`src/rtl/serial_mag_comparator.sv`:
```
// serial_mag_comparator
//   Bit-serial magnitude comparator. Two WIDTH-bit operands are captured on a
//   start strobe and scanned MSB-first, one bit per clock. Exactly one of
//   lt/eq/gt is reported, together with a one-cycle done pulse.
//
// Parameters
//   WIDTH       operand width in bits (WIDTH >= 2)
//   EARLY_EXIT  1: finish at the first differing bit, 0: always scan all bits
//
// Ports
//   clk    in   1      rising-edge clock
//   rst_n  in   1      synchronous active-low reset
//   start  in   1      request; a/b sampled on the same edge
//   a      in   WIDTH  operand A
//   b      in   WIDTH  operand B
//   busy   out  1      high while a compare is scanning
//   done   out  1      one-cycle pulse, result valid
//   lt     out  1      A < B
//   eq     out  1      A == B
//   gt     out  1      A > B
//
// Configuration
//   SIGNED_CMP_EN  when defined, operands are two's complement: the sense of
//                  the sign bit is inverted, lower bits compare as unsigned.

module serial_mag_comparator #(
  parameter int WIDTH      = 8,
  parameter int EARLY_EXIT = 1
) (
  input  logic             clk,
  input  logic             rst_n,
  input  logic             start,
  input  logic [WIDTH-1:0] a,
  input  logic [WIDTH-1:0] b,
  output logic             busy,
  output logic             done,
  output logic             lt,
  output logic             eq,
  output logic             gt
);

  localparam int IDX_W = $clog2(WIDTH);
  localparam bit EARLY = (EARLY_EXIT != 0);
`ifdef SIGNED_CMP_EN
  localparam bit SIGNED_CMP = 1'b1;
`else
  localparam bit SIGNED_CMP = 1'b0;
`endif
  localparam logic [IDX_W-1:0] MSB_IDX = IDX_W'(WIDTH - 1);

  typedef enum logic [1:0] {
    IDLE,
    COMPARE,
    DONE
  } state_t;

  state_t state, state_next;

  logic [WIDTH-1:0] a_q, a_next;
  logic [WIDTH-1:0] b_q, b_next;
  logic [IDX_W-1:0] idx, idx_next;
  logic             found, found_next;
  logic             rec_gt, rec_gt_next;
  logic             lt_next, eq_next, gt_next;

  logic bit_a, bit_b, cur_diff, cur_gt, accept;

  assign bit_a    = a_q[idx];
  assign bit_b    = b_q[idx];
  assign cur_diff = bit_a ^ bit_b;
  // The sign bit of a two's complement value carries negative weight, so a
  // set sign bit means the smaller operand.
  assign cur_gt   = (SIGNED_CMP && (idx == MSB_IDX)) ? (~bit_a & bit_b)
                                                     : (bit_a & ~bit_b);
  assign accept   = start && ((state == IDLE) || (state == DONE));

  assign busy = (state == COMPARE);
  assign done = (state == DONE);

  // Registers every piece of state; reset aborts any operation in flight.
  always_ff @(posedge clk) begin
    if (!rst_n) begin
      state  <= IDLE;
      a_q    <= '0;
      b_q    <= '0;
      idx    <= '0;
      found  <= 1'b0;
      rec_gt <= 1'b0;
      lt     <= 1'b0;
      eq     <= 1'b0;
      gt     <= 1'b0;
    end else begin
      state  <= state_next;
      a_q    <= a_next;
      b_q    <= b_next;
      idx    <= idx_next;
      found  <= found_next;
      rec_gt <= rec_gt_next;
      lt     <= lt_next;
      eq     <= eq_next;
      gt     <= gt_next;
    end
  end

  // Next-state logic. The first differing bit is recorded in found/rec_gt and
  // never overwritten; the visible result is published only on entry to DONE
  // so lt/eq/gt stay all-zero while a compare is still scanning.
  always_comb begin
    state_next  = state;
    a_next      = a_q;
    b_next      = b_q;
    idx_next    = idx;
    found_next  = found;
    rec_gt_next = rec_gt;
    lt_next     = lt;
    eq_next     = eq;
    gt_next     = gt;

    if (accept) begin
      state_next  = COMPARE;
      a_next      = a;
      b_next      = b;
      idx_next    = MSB_IDX;
      found_next  = 1'b0;
      rec_gt_next = 1'b0;
      lt_next     = 1'b0;
      eq_next     = 1'b0;
      gt_next     = 1'b0;
    end else begin
      case (state)
        IDLE: begin
          state_next = IDLE;
        end
        COMPARE: begin
          if (!found && cur_diff) begin
            found_next  = 1'b1;
            rec_gt_next = cur_gt;
          end
          if ((EARLY && !found && cur_diff) || (idx == '0)) begin
            state_next = DONE;
            lt_next    = found_next & ~rec_gt_next;
            gt_next    = found_next & rec_gt_next;
            eq_next    = ~found_next;
          end else begin
            idx_next = idx - 1'b1;
          end
        end
        DONE: begin
          state_next = IDLE;
        end
        default: begin
          state_next = IDLE;
        end
      endcase
    end
  end

endmodule

```
`config.mk`:
```
export PLATFORM = sky130hd
export DESIGN_NAME = serial_mag_comparator
export DESIGN_NICKNAME = d
export VERILOG_FILES = /design/src/rtl/serial_mag_comparator.sv
export SDC_FILE = /design/constraint.sdc
export NUM_CORES = 1
export LEC_CHECK = 0
export BUFFER_PORTS_ARGS = -buffer_cell sky130_fd_sc_hd__buf_2
export CORE_ASPECT_RATIO = 1.4
export CORE_MARGIN = 1
export CORE_UTILIZATION = 45
export CTS_CLUSTER_SIZE = 30
export DETAILED_ROUTE_END_ITERATION = 8
export HOLD_SLACK_MARGIN = 0.03
export PLACE_DENSITY = 0.66
export SYNTH_ARGS = -nofsm -noshare
export SYNTH_HDL_FRONTEND = slang
export SYNTH_SLANG_ARGS = --single-unit
```
`constraint.sdc`:
```
create_clock -name clk -period 4 [get_ports clk]
set_input_delay 1.2 -clock clk [delete_from_list [all_inputs] [get_ports clk]]
set_output_delay 1.2 -clock clk [all_outputs]
set_load 0.01 [all_outputs]
```
======== After elaboration in Yosys (flattened, before gate mapping) ========
Cells that the tools add are included.
word-level totals
  register bits after elaboration ......... 26
  input bits .............................. 19
  output and inout bits ................... 5
  word-level logic and storage cells ...... 53
operators by class
  $add $sub $neg .......................... 1
  magnitude comparators ................... 1
  equal/unequal tests ..................... 4
  muxes and demuxes ....................... 16
  bitwise operators ....................... 9
  reduce and logical (&&, ||, !) cells .... 12
operators by type and width
  operator                                                                       count
  1-bit two-way mux                                                              11
  3-bit two-way mux                                                              3
  1-bit binary-select mux with 3-bit select                                      2
  1-bit NOT                                                                      5
  3-bit by 4-bit less-than comparator with 1-bit output (second input constant)  1
  2-bit AND reduction                                                            2
  1-bit AND                                                                      3
  3-bit logical NOT                                                              1
  3-bit by 1-bit inequality test with 1-bit output (second input constant)       1
  3-bit OR reduction                                                             1
  3-bit by 1-bit subtractor with 3-bit output (second input constant)            1
  2-bit by 1-bit == test with 1-bit output (second input constant)               1
  2-bit == test (second input constant)                                          1
  1-bit logical AND                                                              2
  2-bit logical NOT                                                              1
  1-bit logical OR                                                               2
  2-bit inequality test (second input constant)                                  1
  2-bit nonzero test                                                             1
  2-bit OR reduction                                                             1
  1-bit logical NOT                                                              1
  1-bit bitwise XOR                                                              1

======== Longest topological paths before layout ========
  depth after elaboration ................. 9
  depth in mapped cells ................... 8
  gate-level depth less buffers ........... 7

======== Least setup slack after synthesis ========
Ideal clock, no wire load.
  path kind ............................... flip-flop to flip-flop
  from .................................... reg idx[0]
  to ...................................... reg gt
  library setup time ...................... 123 ps
  arrival ................................. 2198 ps
  data required time ...................... 3877 ps
  setup slack ............................. 1678 ps
  stages on the path, launching flop included .. 9
  buffers on the path ..................... 1
  clock period less this slack ............ 2322 ps
  path through ............................ dfxtp_1 buf_6 mux4_1 mux2_2 ha_1 nor2_2 o21ai_1 a221oi_1 nor3_1
between the ends
  word-level cells in the longest chain between the ends .. 8
  elaborated cells between the ends (all ways) .. 18
  classes of those cells .................. mux (10); bitwise (4); reduce/logical (4)
RTL lines
  element                                                              RTL line      text
  start: declaration                                                   61            logic [IDX_W-1:0] idx, idx_next;
  start signal: assignment                                             96            idx <= idx_next;
  1-bit binary-select mux with 3-bit select, on equally long branches  68, 69
  1-bit two-way mux, on equally long branches                          68, 69
  1-bit bitwise XOR / 1-bit NOT (equally long branches)                70, 74
  1-bit logical AND / 1-bit AND (equally long branches)                135, 139, 74
  1-bit two-way mux                                                    135           if (!found && cur_diff) begin
  1-bit two-way mux                                                    130           case (state)
  1-bit two-way mux                                                    119           if (accept) begin
  1-bit AND                                                            142           gt_next = found_next & rec_gt_next;
  end signal: assignment                                               101           gt <= gt_next;
  end: declaration                                                     39            output logic gt
Parallel ways exist; a longest one is shown, timed or not. The select of a mux whose other input is x is not followed.
A chain may end at the register's enable or synchronous reset.

======== Final worst setup path ========
Ends and elaborated chain as after synthesis.

==> flow_summary.ini <==
[floorplan]
die_y_um = 61.7
initial_utilization = 0.479
die_area_um2 = 2750
coreArea_um2 = 2390
dieWidth_um = 44.6
io_pins = 24
rows = 21

[route]
dr.pass1.iters = 4
route.detailed.drc = 0
num_vias = 965
routed_via_density = 5.22
post_drt_wl_per_cell_um = 11.7
final_antenna_net_count = 0
drt_wl_total_um = 2160
first_iter_violations = 37

[synthesis]
yosys-top-cells-area = dfxtp_1 45%, nand2_1 12%, mux4_1 9.2%
yosys_warnings = 0
post-synth-top-area-cell = dfxtp_1
ys_seq_elements = 26
netlist_instances = 130
syn_avg_cell_area_um2 = 8.81
synth_top_family_by_area = simple AND/OR/NAND/NOR gates
synth_adder_area_share = 0.0328
synthesis.nets = 152
synth_area_um2 = 1140
synth_cell_type_count = 23
synth.area.mux_share = 0.110
synth_compound_area_frac = 0.118
synth-seq-area-share = 0.455
post-synth-top-area-fraction = 0.455
synth-simple-area-share = 0.239
synth_xor_xnor_area_share = 0

[power]
power_density_nw_per_um2 = 412
power.leakage_uw = 0.000557
ir_drop_mv = 0.197

[cts]
cts_tree = built
clk_pin_slew_ps = 140
cts.sinks = 26
cts_resized = 0
numCtsBuffers = 3
cts_hold_buf = 0
clock_latency_ps = 330
cts_max_path_buffers = 2
htree_levels = 1
post_cts_buffers = 0
cts_root_buffer = clkbuf_4

[setup_path]
cp_max_fo = 7
worstPathArrival_ps = 2800
start_kind = register
worst_path_max_delay_cell = mux4_1
required_ps = 4230
crit_chain = mux4_1 -> mux2_2 -> ha_1 -> nor2_2 -> o21ai_1 -> a221oi_1 -> nor3_1
cpPeakStageDelay_ps = 590
crit_path_end_kind = register
reg2reg_depth = 7
worstSetupPathType = reg2reg

[outcome]
status = completed

[timing]
worstMarginPinSlew_ps = 652
fin_crit_sh = 0.642
slew_violations = 0
slew_headroom = 0.565
setup_violations = 0
finalSetupTns_ps = 0
fin_skew_ps = 9.44
hold_viol = 0
min_period_ps = 2570
rsz0062_at_grt = no
fmax_mhz = 390

[global_routing]
antenna_found_initial = 0
grt_max_degree = 22
grt_pass1_wl_um = 3510
grt_usage = 0.174
grt_pass1_vias = 913
gr-total-overflow = 0

[cells_and_area]
layout_commonest_cell = nand2_1
syn_to_final_growth_pct = 14.4
fillCellCount = 236
mostFrequentLayoutCells = 36 x nand2_1, 26 x dfxtp_1, 23 x buf_2
drive_gt1_frac = 0.205
final_cells = 185
antennaDiodeCount = 0
fin_nets = 174
final_cell_area_um2 = 1310

[run]
drv_cap = 0

[hold_path]
worst_hold_path.num_cells = 2
min_path_type = reg2reg

[placement]
post-place-cells = 181
placed_area_um2 = 1270
port_buffers = 23
routabilityCongestion = 0.839
dp.final_hpwl_um = 1560
-- layer usage --
metal,GRT usage,up-vias,wire length [um]
li1,-,486,-
met1,0.179,451,881
met2,0.338,23,1150
met3,0.0176,5,75
met4,0.0909,0,48
met5,0,-,0
-- worst max-delay path: cells and delay by family (launching register included) --
family / cells / cell delay (ps)
flip-flops: 1 / 490
adder cells (fa/ha/maj): 1 / 350
AND/OR/NAND/NOR: 2 / 310
multiplexers: 2 / 870
AO/OA/AOI/OAI: 2 / 450
-- layout make-up --
cell class | instances | area (um^2) | area share
flip-flops and latches | 26 | 520 | 0.397
repair buffers | 24 | 123 | 0.0936
inverters | 4 | 15.0 | 0.0115
clock buffers | 4 | 36.3 | 0.0277
multi-input cells | 93 | 573 | 0.437
well taps | 34 | 42.5 | 0.0325
-- state kept, by name, indices dropped and copies added, names as in the netlist --
| signal | cells |
|---|---|
| lt | 1 |
| rec_gt | 1 |
| b_q | 8 |
| found | 1 |
| gt | 1 |
| state | 2 |
| eq | 1 |
| idx | 3 |
| a_q | 8 |
-- metrics by stage --
stage | hold slack [ps] | utilization | setup slack, ps | total power (uW)
after global placement | 443 | 0.533 | 1520 | 409
final | 466 | 0.548 | 1430 | 539
after floorplan | 432 | - | 1680 | 386
after global routing | 481 | 0.548 | 1230 | 564
after CTS | 465 | 0.548 | 1410 | 545
after detailed placement | 446 | 0.533 | 1410 | 414
-- synth_stat cells --
cell type,instances
a21oi_1,18
nand4b_1,1
inv_1,4
mux4_1,4
mux2_2,1
ha_1,3
nor2b_1,6
mux2i_1,1
a211oi_1,3
a311oi_1,1
dfxtp_1,26
nor3_1,6
nand3_1,1
o21ai_1,1
nor2_2,1
nor2_1,6
nand2b_1,2
nand2_1,36
clkbuf_1,4
buf_6,1
buf_2,2
nor3_4,1
a221oi_1,1
-- cells by family after synthesis --
logic type	after synthesis
compound gates	24
fa+ha+maj	3
buf+inv	11
flops	26
mux	6
simple gates	60
-- power breakdown --
group	total, uW	switching [uW]	internal, uW	leakage (uW)
registers	294	15.5	279	0.000213
logic	113	62.9	50.5	0.000322
clock network	132	76.2	55.7	0.0000210
-- worst paths after layout --
kind / from / to / slack [ps]
setup / recovery: idx[0] / gt / 1430
hold / removal: b_q[1] / b_q[1] / 470
setup reg to reg: idx[0] / gt / 1430
hold reg to reg: b_q[1] / b_q[1] / 470
Note: power is estimated with default switching activity, not from simulation.
